### src/rtl/pes_graycode_sched_if.sv
// Bus between the gray-counter scheduler and its environment (requesters + shared counter).
interface pes_graycode_sched_if #(
    parameter int unsigned WIDTH = 8,
    parameter int unsigned LEN_W = 8
);
    logic [1:0]       req;
    logic [LEN_W-1:0] len0;
    logic [LEN_W-1:0] len1;
    logic [WIDTH-1:0] gray_count;
    logic             err_clr;
    logic             gc_enable;
    logic [1:0]       grant;
    logic [1:0]       done;
    logic             busy;
    logic [WIDTH-1:0] gray_last;
    logic             err;

    // Environment side: requesters, counter output and error clear
    modport master (
        output req, len0, len1, gray_count, err_clr,
        input  gc_enable, grant, done, busy, gray_last, err
    );

    // Scheduler side
    modport slave (
        input  req, len0, len1, gray_count, err_clr,
        output gc_enable, grant, done, busy, gray_last, err
    );
endinterface

### src/rtl/pes_graycode_sched.sv
// Round-robin scheduler granting a shared gray counter to two requesters for
// fixed-length bursts, with a checker flagging illegal gray-count transitions.
module pes_graycode_sched #(
    parameter int unsigned WIDTH = 8,
    parameter int unsigned LEN_W = 8
) (
    input  logic                 clk,
    input  logic                 reset,
    pes_graycode_sched_if.slave  bus
);
    localparam logic [1:0] S_IDLE  = 2'd0;
    localparam logic [1:0] S_GRANT = 2'd1;
    localparam logic [1:0] S_RUN   = 2'd2;
    localparam logic [1:0] S_DONE  = 2'd3;

    logic [1:0]       r_state,     w_state_nxt;
    logic             r_owner,     w_owner_nxt;
    logic             r_ptr,       w_ptr_nxt;
    logic [LEN_W-1:0] r_remaining, w_remaining_nxt;
    logic             w_winner;

    logic [1:0]       r_grant,     w_grant_nxt;
    logic [1:0]       r_done,      w_done_nxt;
    logic             r_gc_enable, w_gc_enable_nxt;
    logic             r_busy,      w_busy_nxt;
    logic [WIDTH-1:0] r_gray_last;

    logic [WIDTH-1:0] r_gray_prev;
    logic             r_en_prev;
    logic             r_chk_valid;
    logic             r_err;
    logic [WIDTH-1:0] w_diff;
    logic             w_violation;

    // Arbitration: lone requester wins, otherwise the priority pointer decides
    always_comb begin
        w_winner = r_ptr;
        if (bus.req == 2'b01) begin
            w_winner = 1'b0;
        end else if (bus.req == 2'b10) begin
            w_winner = 1'b1;
        end
    end

    // Next-state, bookkeeping and next-output decode
    always_comb begin
        w_state_nxt     = r_state;
        w_owner_nxt     = r_owner;
        w_ptr_nxt       = r_ptr;
        w_remaining_nxt = r_remaining;
        case (r_state)
            S_IDLE: begin
                if (bus.req != 2'b00) begin
                    w_state_nxt     = S_GRANT;
                    w_owner_nxt     = w_winner;
                    w_remaining_nxt = w_winner ? bus.len1 : bus.len0;
                end
            end
            S_GRANT: begin
                if (r_remaining == '0) begin
                    w_state_nxt = S_DONE;
                    w_ptr_nxt   = ~r_owner;
                end else begin
                    w_state_nxt = S_RUN;
                end
            end
            S_RUN: begin
                w_remaining_nxt = r_remaining - LEN_W'(1);
                if (r_remaining == LEN_W'(1)) begin
                    w_state_nxt = S_DONE;
                    w_ptr_nxt   = ~r_owner;
                end
            end
            S_DONE: begin
                w_state_nxt = S_IDLE;
            end
            default: begin
                w_state_nxt = S_IDLE;
            end
        endcase

        w_grant_nxt     = 2'b00;
        w_done_nxt      = 2'b00;
        w_gc_enable_nxt = (w_state_nxt == S_RUN);
        w_busy_nxt      = (w_state_nxt != S_IDLE);
        if (w_state_nxt != S_IDLE) begin
            w_grant_nxt = w_owner_nxt ? 2'b10 : 2'b01;
        end
        if (w_state_nxt == S_DONE) begin
            w_done_nxt = w_owner_nxt ? 2'b10 : 2'b01;
        end
    end

    // State and registered outputs
    always_ff @(posedge clk or negedge reset) begin
        if (!reset) begin
            r_state     <= S_IDLE;
            r_owner     <= 1'b0;
            r_ptr       <= 1'b0;
            r_remaining <= '0;
            r_grant     <= 2'b00;
            r_done      <= 2'b00;
            r_gc_enable <= 1'b0;
            r_busy      <= 1'b0;
        end else begin
            r_state     <= w_state_nxt;
            r_owner     <= w_owner_nxt;
            r_ptr       <= w_ptr_nxt;
            r_remaining <= w_remaining_nxt;
            r_grant     <= w_grant_nxt;
            r_done      <= w_done_nxt;
            r_gc_enable <= w_gc_enable_nxt;
            r_busy      <= w_busy_nxt;
        end
    end

    // Capture the counter value as the DONE cycle ends
    always_ff @(posedge clk or negedge reset) begin
        if (!reset) begin
            r_gray_last <= '0;
        end else if (r_state == S_DONE) begin
            r_gray_last <= bus.gray_count;
        end
    end

    // Gray-sequence legality: one bit flip per enabled step, no change otherwise
    always_comb begin
        w_diff      = bus.gray_count ^ r_gray_prev;
        w_violation = 1'b0;
        if (r_chk_valid) begin
            if (r_en_prev) begin
                w_violation = ($countones(w_diff) != 1);
            end else begin
                w_violation = (w_diff != '0);
            end
        end
    end

    // Checker history and sticky error; clear wins over a new violation
    always_ff @(posedge clk or negedge reset) begin
        if (!reset) begin
            r_gray_prev <= '0;
            r_en_prev   <= 1'b0;
            r_chk_valid <= 1'b0;
            r_err       <= 1'b0;
        end else begin
            r_gray_prev <= bus.gray_count;
            r_en_prev   <= r_gc_enable;
            r_chk_valid <= 1'b1;
            if (bus.err_clr) begin
                r_err <= 1'b0;
            end else if (w_violation) begin
                r_err <= 1'b1;
            end
        end
    end

    assign bus.gc_enable = r_gc_enable;
    assign bus.grant     = r_grant;
    assign bus.done      = r_done;
    assign bus.busy      = r_busy;
    assign bus.gray_last = r_gray_last;
    assign bus.err       = r_err;
endmodule

### src/flat_wrapper.sv
// flat-port wrapper written by rule: the top's interface ports become plain ports
module pes_graycode_sched_flat 
#(
    parameter int unsigned WIDTH = 8,
    parameter int unsigned LEN_W = 8
)
  (clk, reset, bus_req, bus_len0, bus_len1, bus_gray_count, bus_err_clr, bus_gc_enable, bus_grant, bus_done, bus_busy, bus_gray_last, bus_err);
  pes_graycode_sched_if #(.WIDTH(WIDTH), .LEN_W(LEN_W)) bus_i ();
  input  logic clk;
  input  logic reset;
  input wire logic [$bits(bus_i.req)-1:0] bus_req;
  input wire logic [$bits(bus_i.len0)-1:0] bus_len0;
  input wire logic [$bits(bus_i.len1)-1:0] bus_len1;
  input wire logic [$bits(bus_i.gray_count)-1:0] bus_gray_count;
  input wire logic [$bits(bus_i.err_clr)-1:0] bus_err_clr;
  output wire logic [$bits(bus_i.gc_enable)-1:0] bus_gc_enable;
  output wire logic [$bits(bus_i.grant)-1:0] bus_grant;
  output wire logic [$bits(bus_i.done)-1:0] bus_done;
  output wire logic [$bits(bus_i.busy)-1:0] bus_busy;
  output wire logic [$bits(bus_i.gray_last)-1:0] bus_gray_last;
  output wire logic [$bits(bus_i.err)-1:0] bus_err;
  assign bus_i.req = bus_req;
  assign bus_i.len0 = bus_len0;
  assign bus_i.len1 = bus_len1;
  assign bus_i.gray_count = bus_gray_count;
  assign bus_i.err_clr = bus_err_clr;
  assign bus_gc_enable = bus_i.gc_enable;
  assign bus_grant = bus_i.grant;
  assign bus_done = bus_i.done;
  assign bus_busy = bus_i.busy;
  assign bus_gray_last = bus_i.gray_last;
  assign bus_err = bus_i.err;
  pes_graycode_sched #(.WIDTH(WIDTH), .LEN_W(LEN_W)) u_core (.clk(clk), .reset(reset), .bus(bus_i));
endmodule
### config.mk
export PLATFORM = sky130hd
export DESIGN_NAME = pes_graycode_sched_flat
export DESIGN_NICKNAME = d
export VERILOG_FILES = /design/src/rtl/pes_graycode_sched_if.sv /design/src/rtl/pes_graycode_sched.sv /design/src/flat_wrapper.sv
export SDC_FILE = /design/constraint.sdc
export NUM_CORES = 1
export LEC_CHECK = 0
export BUFFER_PORTS_ARGS = -buffer_cell sky130_fd_sc_hd__buf_2
export CAP_MARGIN = 20
export CORE_MARGIN = 5
export CORE_UTILIZATION = 50
export CTS_BUF_LIST = sky130_fd_sc_hd__clkbuf_2
export DETAILED_ROUTE_END_ITERATION = 12
export GPL_TIMING_DRIVEN = 0
export PLACE_DENSITY_LB_ADDON = 0.25
export REMOVE_ABC_BUFFERS = 1
export SYNTH_ARGS = -nofsm -noshare
export SYNTH_HDL_FRONTEND = slang
export SYNTH_SLANG_ARGS = --single-unit
### constraint.sdc
create_clock -name clk -period 8.8 [get_ports clk]
set_clock_uncertainty 0.2 [all_clocks]
set_input_delay 1.32 -clock clk [delete_from_list [all_inputs] [get_ports clk]]
set_output_delay 1.32 -clock clk [all_outputs]
set_load 0.005 [all_outputs]
==> metrics, run 1 <==
status=completed; maximum level of the CTS H-tree=2; Congestion Overflow GR=0; unique cell type count in the Yosys netlist=40; dominant delay contributor by cell family on the critical path=adder cells; All-Layer GR Usage=0.147; Critical Path End Type=register; number of antenna cells inserted=0; number of endpoints with negative hold slack in the final report=0; number of nets still failing antenna checks after routing=0; data required time of the worst path=8890 ps; number of failing setup endpoints in the final timing report=0; longest individual stage delay on the worst path=550 ps; max-slew headroom at the worst pin=0.458; floorplan die width=73.3 um; effective utilization at floorplan=0.508; total wire length after detailed routing=3.66 mm; path category of the worst min-delay check=reg -> reg; setup_tns=0 ps; most utilized layer in the global route result=met2; critical path type=in -> reg; initial antenna violation count=0; Vias/cell=5.19; clock tree from TritonCTS=yes; most used flip-flop cell after synthesis=dfrtp_1; wire length per cell after detailed routing=13.2 um; Fmax=235 MHz; count of mapped cells out of synthesis=182; Max Fanout on Critical Path=3; kind of start point of the critical path=input pin; unrepaired setup endpoints after global routing=false; count of cells resized by post-cts repair=0; vias=1443; worst-skew pair later-pin latency=380 ps; arrival time of data at the critical path endpoint=4350 ps; Period Utilization, post-route=0.483; post-synthesis to final-layout area growth=15.9%; Least-Margin Pin Slew=813 ps; sinks on the clock net=37; Reg clk slew, reported paths=170 ps; final critical path time including I/O delays and setup=4250 ps; Non-Filler Instances=278; part of the Yosys area used for sequential elements=0.462; number of design-rule violations left by the first detailed-router iteration=55; maximum number of pins on one net before global-route repair=38; crit path buf inv count=4; list of cells traversed by the critical path=buf_2 > xnor2_1 > inv_1 > ha_1 > fa_1 > inv_1 > fa_1 > inv_1 > ha_1 > fa_1 > nor4b_1 > a21oi_1 > o21ba_2; met3 demand-to-capacity share in global routing=0.0479; Cell Pwr Density=313 mW/mm^2; area of the die=0.00537 mm^2; share of cells above drive strength 1=0.289; Net count, final=276; path length in cells of the critical path=13; number of maximum-capacitance constraint violations=0; wire length of the first global-routing pass=6.20 mm; number of enable flip-flop cells after synthesis=0; met1 GRT Util=0.195; number of buffers between clock root and the deepest sink=2; chip height=73.3 um; pins over their slew limit=0; post-DP HPWL=2.80 mm; last weighted congestion value of the routability-driven placer=0.815; Yosys reg bits=37; endpoint of the worst setup timing path=u_core.bus.err; Num CTS Buffers=5; total of buffers placed on input and output ports=43; number of synthesis warnings=0; Peak VDD IR=0.173 mV; pre-CTS WS=4110 ps; depth of the most critical reg-to-reg path=12; floorplan core area=0.00394 mm^2; number of rows created at floorplan=23; clock root cell=clkbuf_2; number of filler cells placed in the layout=357; Leak=1.18 nW; post-synthesis cell area=0.00200 mm^2; launch point of the critical path=bus_gray_count[6]; overall power after layout=0.000727 W; post-detailed-route DRC marker count=0; Final Worst Setup Slack=4550 ps; via count of the first global-routing pass=1437; worst reg2reg path endpoint=u_core.bus.err; fraction of registers with async set or reset after synthesis=1.00; number of iterations in the first detailed-routing pass=4; met2 demand-to-capacity share in global routing=0.231; number of placed instances with taps included=270; launch point of the worst reg-to-reg path=u_core.r_gray_prev[6]; hold_buf cts=0; Ports=44; cell with the biggest individual delay on the critical path=fa_1; count of buffers added by post-CTS timing repair for setup=0; flop-to-flop setup slack=5180 ps; tightest hold margin=201 ps; post-synthesis average cell area=11.0 um^2
[synth_stat cells, types with 3 or more instances]
master,instances,area share
a21oi_1,8,0.020
a31o_2,3,0.013
dfrtp_1,37,0.46
fa_1,4,0.040
ha_1,16,0.10
inv_1,26,0.049
mux2_2,8,0.045
mux2i_1,8,0.040
nand2_1,7,0.013
nand4_1,3,0.0094
nor2_1,7,0.013
nor3_1,4,0.010
o211ai_1,4,0.015
o21ai_0,6,0.015
o221ai_1,3,0.013
xnor2_1,3,0.013
xor2_1,5,0.022
[layout by cell type (no fill, tap or decap), types with 5 or more instances in the layout]
cell	count
a21oi_1	8
buf_2	43
clkbuf_2	6
dfrtp_1	37
ha_1	16
inv_1	26
mux2_2	8
mux2i_1	8
nand2_1	7
nor2_1	7
o21ai_0	6
xor2_1	5
[kinds of logic after synthesis]
logic type,count (synthesis),synth area share
xor+xnor,8,0.0350
compound gates,34,0.119
fa+ha+maj,21,0.145
simple gates,34,0.0918
other cells,1,0.00187
flops,37,0.462
buf+inv,31,0.0600
mux,16,0.0850
[report_power, final]
part,internal [W],switching (W),leakage [nW]
Combinational,0.000155,0.000187,0.696
Sequential,0.000236,0.0000455,0.441
Clock,0.0000485,0.0000539,0.0406
Total,0.000440,0.000287,1.18
[layout make-up]
| cell class | instances | area [um^2] | share of cell area |
|---|---|---|---|
| clock inverter | 2 | 33.8 | 0.0145 |
| clock buffer | 6 | 30.0 | 0.0129 |
| multi-input combinational | 114 | 957 | 0.412 |
| timing repair buffer | 43 | 215 | 0.0927 |
| tap | 50 | 62.6 | 0.0269 |
| sequential | 37 | 926 | 0.399 |
| inverter | 26 | 97.6 | 0.0420 |
[metal layers]
metal / routed length [um] / up-vias
met3: 240 / 6
met1: 1670 / 683
li1: - / 720
met5: 0 / -
met2: 1710 / 34
met4: 44 / 0
[per-stage QoR]
stage,cell area [um^2],utilization
global route,2320,0.589
finish,2320,0.589
detailed placement,2260,0.573
floorplan,1980,-
CTS,2320,0.589
global placement,2260,0.573
[registers in the layout, summed over array words and instances, names as in the netlist, 2 cells and up]
name and cells:
u_core.bus.done 2, u_core.bus.grant 2, u_core.r_gray_prev 8, u_core.r_remaining 8, u_core.r_state 2, u_core.bus.gray_last 8
[worst min path at each step]
| stage | startpoint | to | slack (ps) | depth (start not counted) |
|---|---|---|---|---|
| 2_1_floorplan | u_core.bus.gc_enable | u_core.r_en_prev | 180 | 0 |
| 3_3_place_gp | u_core.bus.gc_enable | u_core.r_en_prev | 170 | 0 |
| 3_5_place_dp | u_core.bus.gc_enable | u_core.r_en_prev | 180 | 0 |
| 4_1_cts | u_core.bus.gc_enable | u_core.r_en_prev | 210 | 0 |
| 5_1_grt | u_core.bus.gc_enable | u_core.r_en_prev | 240 | 0 |
| 6_report | u_core.bus.gc_enable | u_core.r_en_prev | 200 | 0 |
Power figures use the tool's default switching activity.
==> run 2: changes to the inputs <==
clock period = 3.7 ns   (was 8.8 ns; I/O delays follow)
==> run 2 against run 1 <==
- wire length fell by 0.11%
- largest cell class unchanged
- sequential cell count unchanged
- highest routed layer unchanged
- hold slack worse by 160 ps
- sequential power grew 140%
- sequential share of layout area down 0.23 points
- first-iteration DRC count grew 3.6%
- critical endpoint unchanged
- die area unchanged
- combinational power up 140%
- clock power increased by 140%
- final cell count did not move
- count of clock-buffer cells in the layout did not move
==> metrics, run 2 (synthesis results as in run 1) <==
status=completed; total of buffers placed on input and output ports=43 (unchanged); list of cells traversed by the critical path=xnor2_2 > inv_1 > ha_1 > fa_1 > inv_1 > fa_1 > inv_1 > ha_1 > fa_1 > nor4b_2 > a21oi_1 > o21ba_2; max-slew headroom at the worst pin=0.457 (about the same); Num CTS Buffers=5 (unchanged); area of the die=0.00537 mm^2 (unchanged); flop-to-flop setup slack=150 ps (-5030 ps); most common library cell in the layout ignoring fill and taps=buf_2; max layer used=met4; post-detailed-route DRC marker count=0 (unchanged); launch point of the critical path=u_core.r_gray_prev[6]; Least-Margin Pin Slew=814 ps (+0.537 ps); number of buffers between clock root and the deepest sink=2 (unchanged); arrival time of data at the critical path endpoint=3640 ps (-710 ps); metal2 WL=1.71 mm (unchanged); Congestion Overflow GR=0 (unchanged); worst reg2reg path endpoint=u_core.bus.err; post-synthesis to final-layout area growth=16.6%; pins over their slew limit=0 (unchanged); number of design-rule violations left by the first detailed-router iteration=57 (+3.6%); floorplan die width=73.3 um (unchanged); clock tree from TritonCTS=yes; Reg clk slew, reported paths=180 ps (about the same); Vias/cell=5.16 (-0.55%); number of antenna cells inserted=0 (unchanged); Period Utilization, post-route=0.958; Ports=44 (unchanged); crit path buf inv count=3 (-1); DRT met1 WL=1.66 mm (-0.24%); effective utilization at floorplan=0.508 (unchanged); Peak VDD IR=0.411 mV (+140%); Critical Path End Type=register; Post-Route Utilization=0.593 (+0.00349); maximum level of the CTS H-tree=2 (unchanged); kind of start point of the critical path=register; share of cells above drive strength 1=0.298 (+0.00877); setup_tns=0 ps (unchanged); dominant delay contributor by cell family on the critical path=adder cells; cell with the biggest individual delay on the critical path=fa_1; number of iterations in the first detailed-routing pass=4 (unchanged); post-DP HPWL=2.80 mm (unchanged); final critical path time including I/O delays and setup=3550 ps; Max Fanout on Critical Path=2 (-1); vias=1435 (-0.55%); Leak=1.18 nW (+0.59%); Cell Pwr Density=744 mW/mm^2 (+140%); last weighted congestion value of the routability-driven placer=0.815 (unchanged); number of failing setup endpoints in the final timing report=0 (unchanged); number of maximum-capacitance constraint violations=0 (unchanged); All-Layer GR Usage=0.147 (unchanged); floorplan core area=0.00394 mm^2 (unchanged); count of buffers added by post-CTS timing repair for setup=0 (unchanged); number of endpoints with negative hold slack in the final report=0 (unchanged); most frequent cells in the layout=43 x buf_2, 37 x dfrtp_1, 26 x inv_1; longest individual stage delay on the worst path=550 ps (about the same); clock root cell=clkbuf_2; Fmax=282 MHz; worst-skew pair later-pin latency=380 ps (about the same); data required time of the worst path=3790 ps (-5100 ps); depth of the most critical reg-to-reg path=12 (unchanged); path category of the worst min-delay check=in -> async; critical path type=reg -> reg; number of nets still failing antenna checks after routing=0 (unchanged); total wire length after detailed routing=3.66 mm (-0.11%); Net count, final=276 (unchanged); initial antenna violation count=0 (unchanged); wire length per cell after detailed routing=13.2 um (-0.11%); launch point of the worst reg-to-reg path=u_core.r_gray_prev[6]; sinks on the clock net=37 (unchanged); Met3 Routed Length=241 um (+0.42%); number of rows created at floorplan=23 (unchanged); chip height=73.3 um (unchanged); via count of the first global-routing pass=1437 (unchanged); maximum number of pins on one net before global-route repair=38 (unchanged); wire length of the first global-routing pass=6.20 mm (unchanged)
[run 2: where the power goes]
part	internal (W)	switching, W
Clock	0.000115	0.000128
Sequential	0.000561	0.000108
Combinational	0.000376	0.000449
Total	0.00105	0.000685
[run 2: worst register-to-register path, stage by stage, from the launching register on]
cell and delay (ps):
dfrtp_1 430, xnor2_2 190, inv_1 60, ha_1 220, fa_1 550, inv_1 60, fa_1 530, inv_1 40
ha_1 200, fa_1 440, nor4b_2 230, a21oi_1 120, o21ba_2 200
[run 2: layout make-up]
type	instances	area, um^2
clock inverters	2	33.8
well taps	50	62.6
flip-flops and latches	37	926
fillers	359	1610
inverters	26	97.6
clock buffers	6	30.0
multi-input cells	114	971
repair buffers	43	215
[run 2: routing by layer]
metal  GRT usage  vias to the layer above
met2       0.231                       34
met4      0.0463                        0
li1            -                      719
met1       0.195                      676
met5           0                        -
met3      0.0479                        6
[run 2: how the worst max path moves through the flow]
stage	endpoint	slack, ps	depth (start not counted)
final	u_core.bus.err	150	12
after global routing	u_core.bus.err	-7	12
after CTS	u_core.bus.err	50	12
after detailed placement	u_core.bus.err	-220	13
after global placement	u_core.bus.err	-220	13
after floorplan	u_core.bus.err	140	12
[run 2: what timing repair did]
item	CTS	global route
endpoints found under the setup margin	0	1
hold buffers	0	0
gates resized for setup	0	2
[run 2: through the flow]
stage                     power, W  cell area, um^2  setup slack (ps)  hold slack (ps)  instances
after global placement     0.00148             2260              -223              167        270
after global routing       0.00191             2340             -6.61             61.5        278
after detailed placement   0.00151             2260              -220              177        270
after CTS                  0.00175             2320              46.1             35.2        278
final                      0.00174             2340               155             38.5        278
after floorplan            0.00125             1980               142             59.4        177
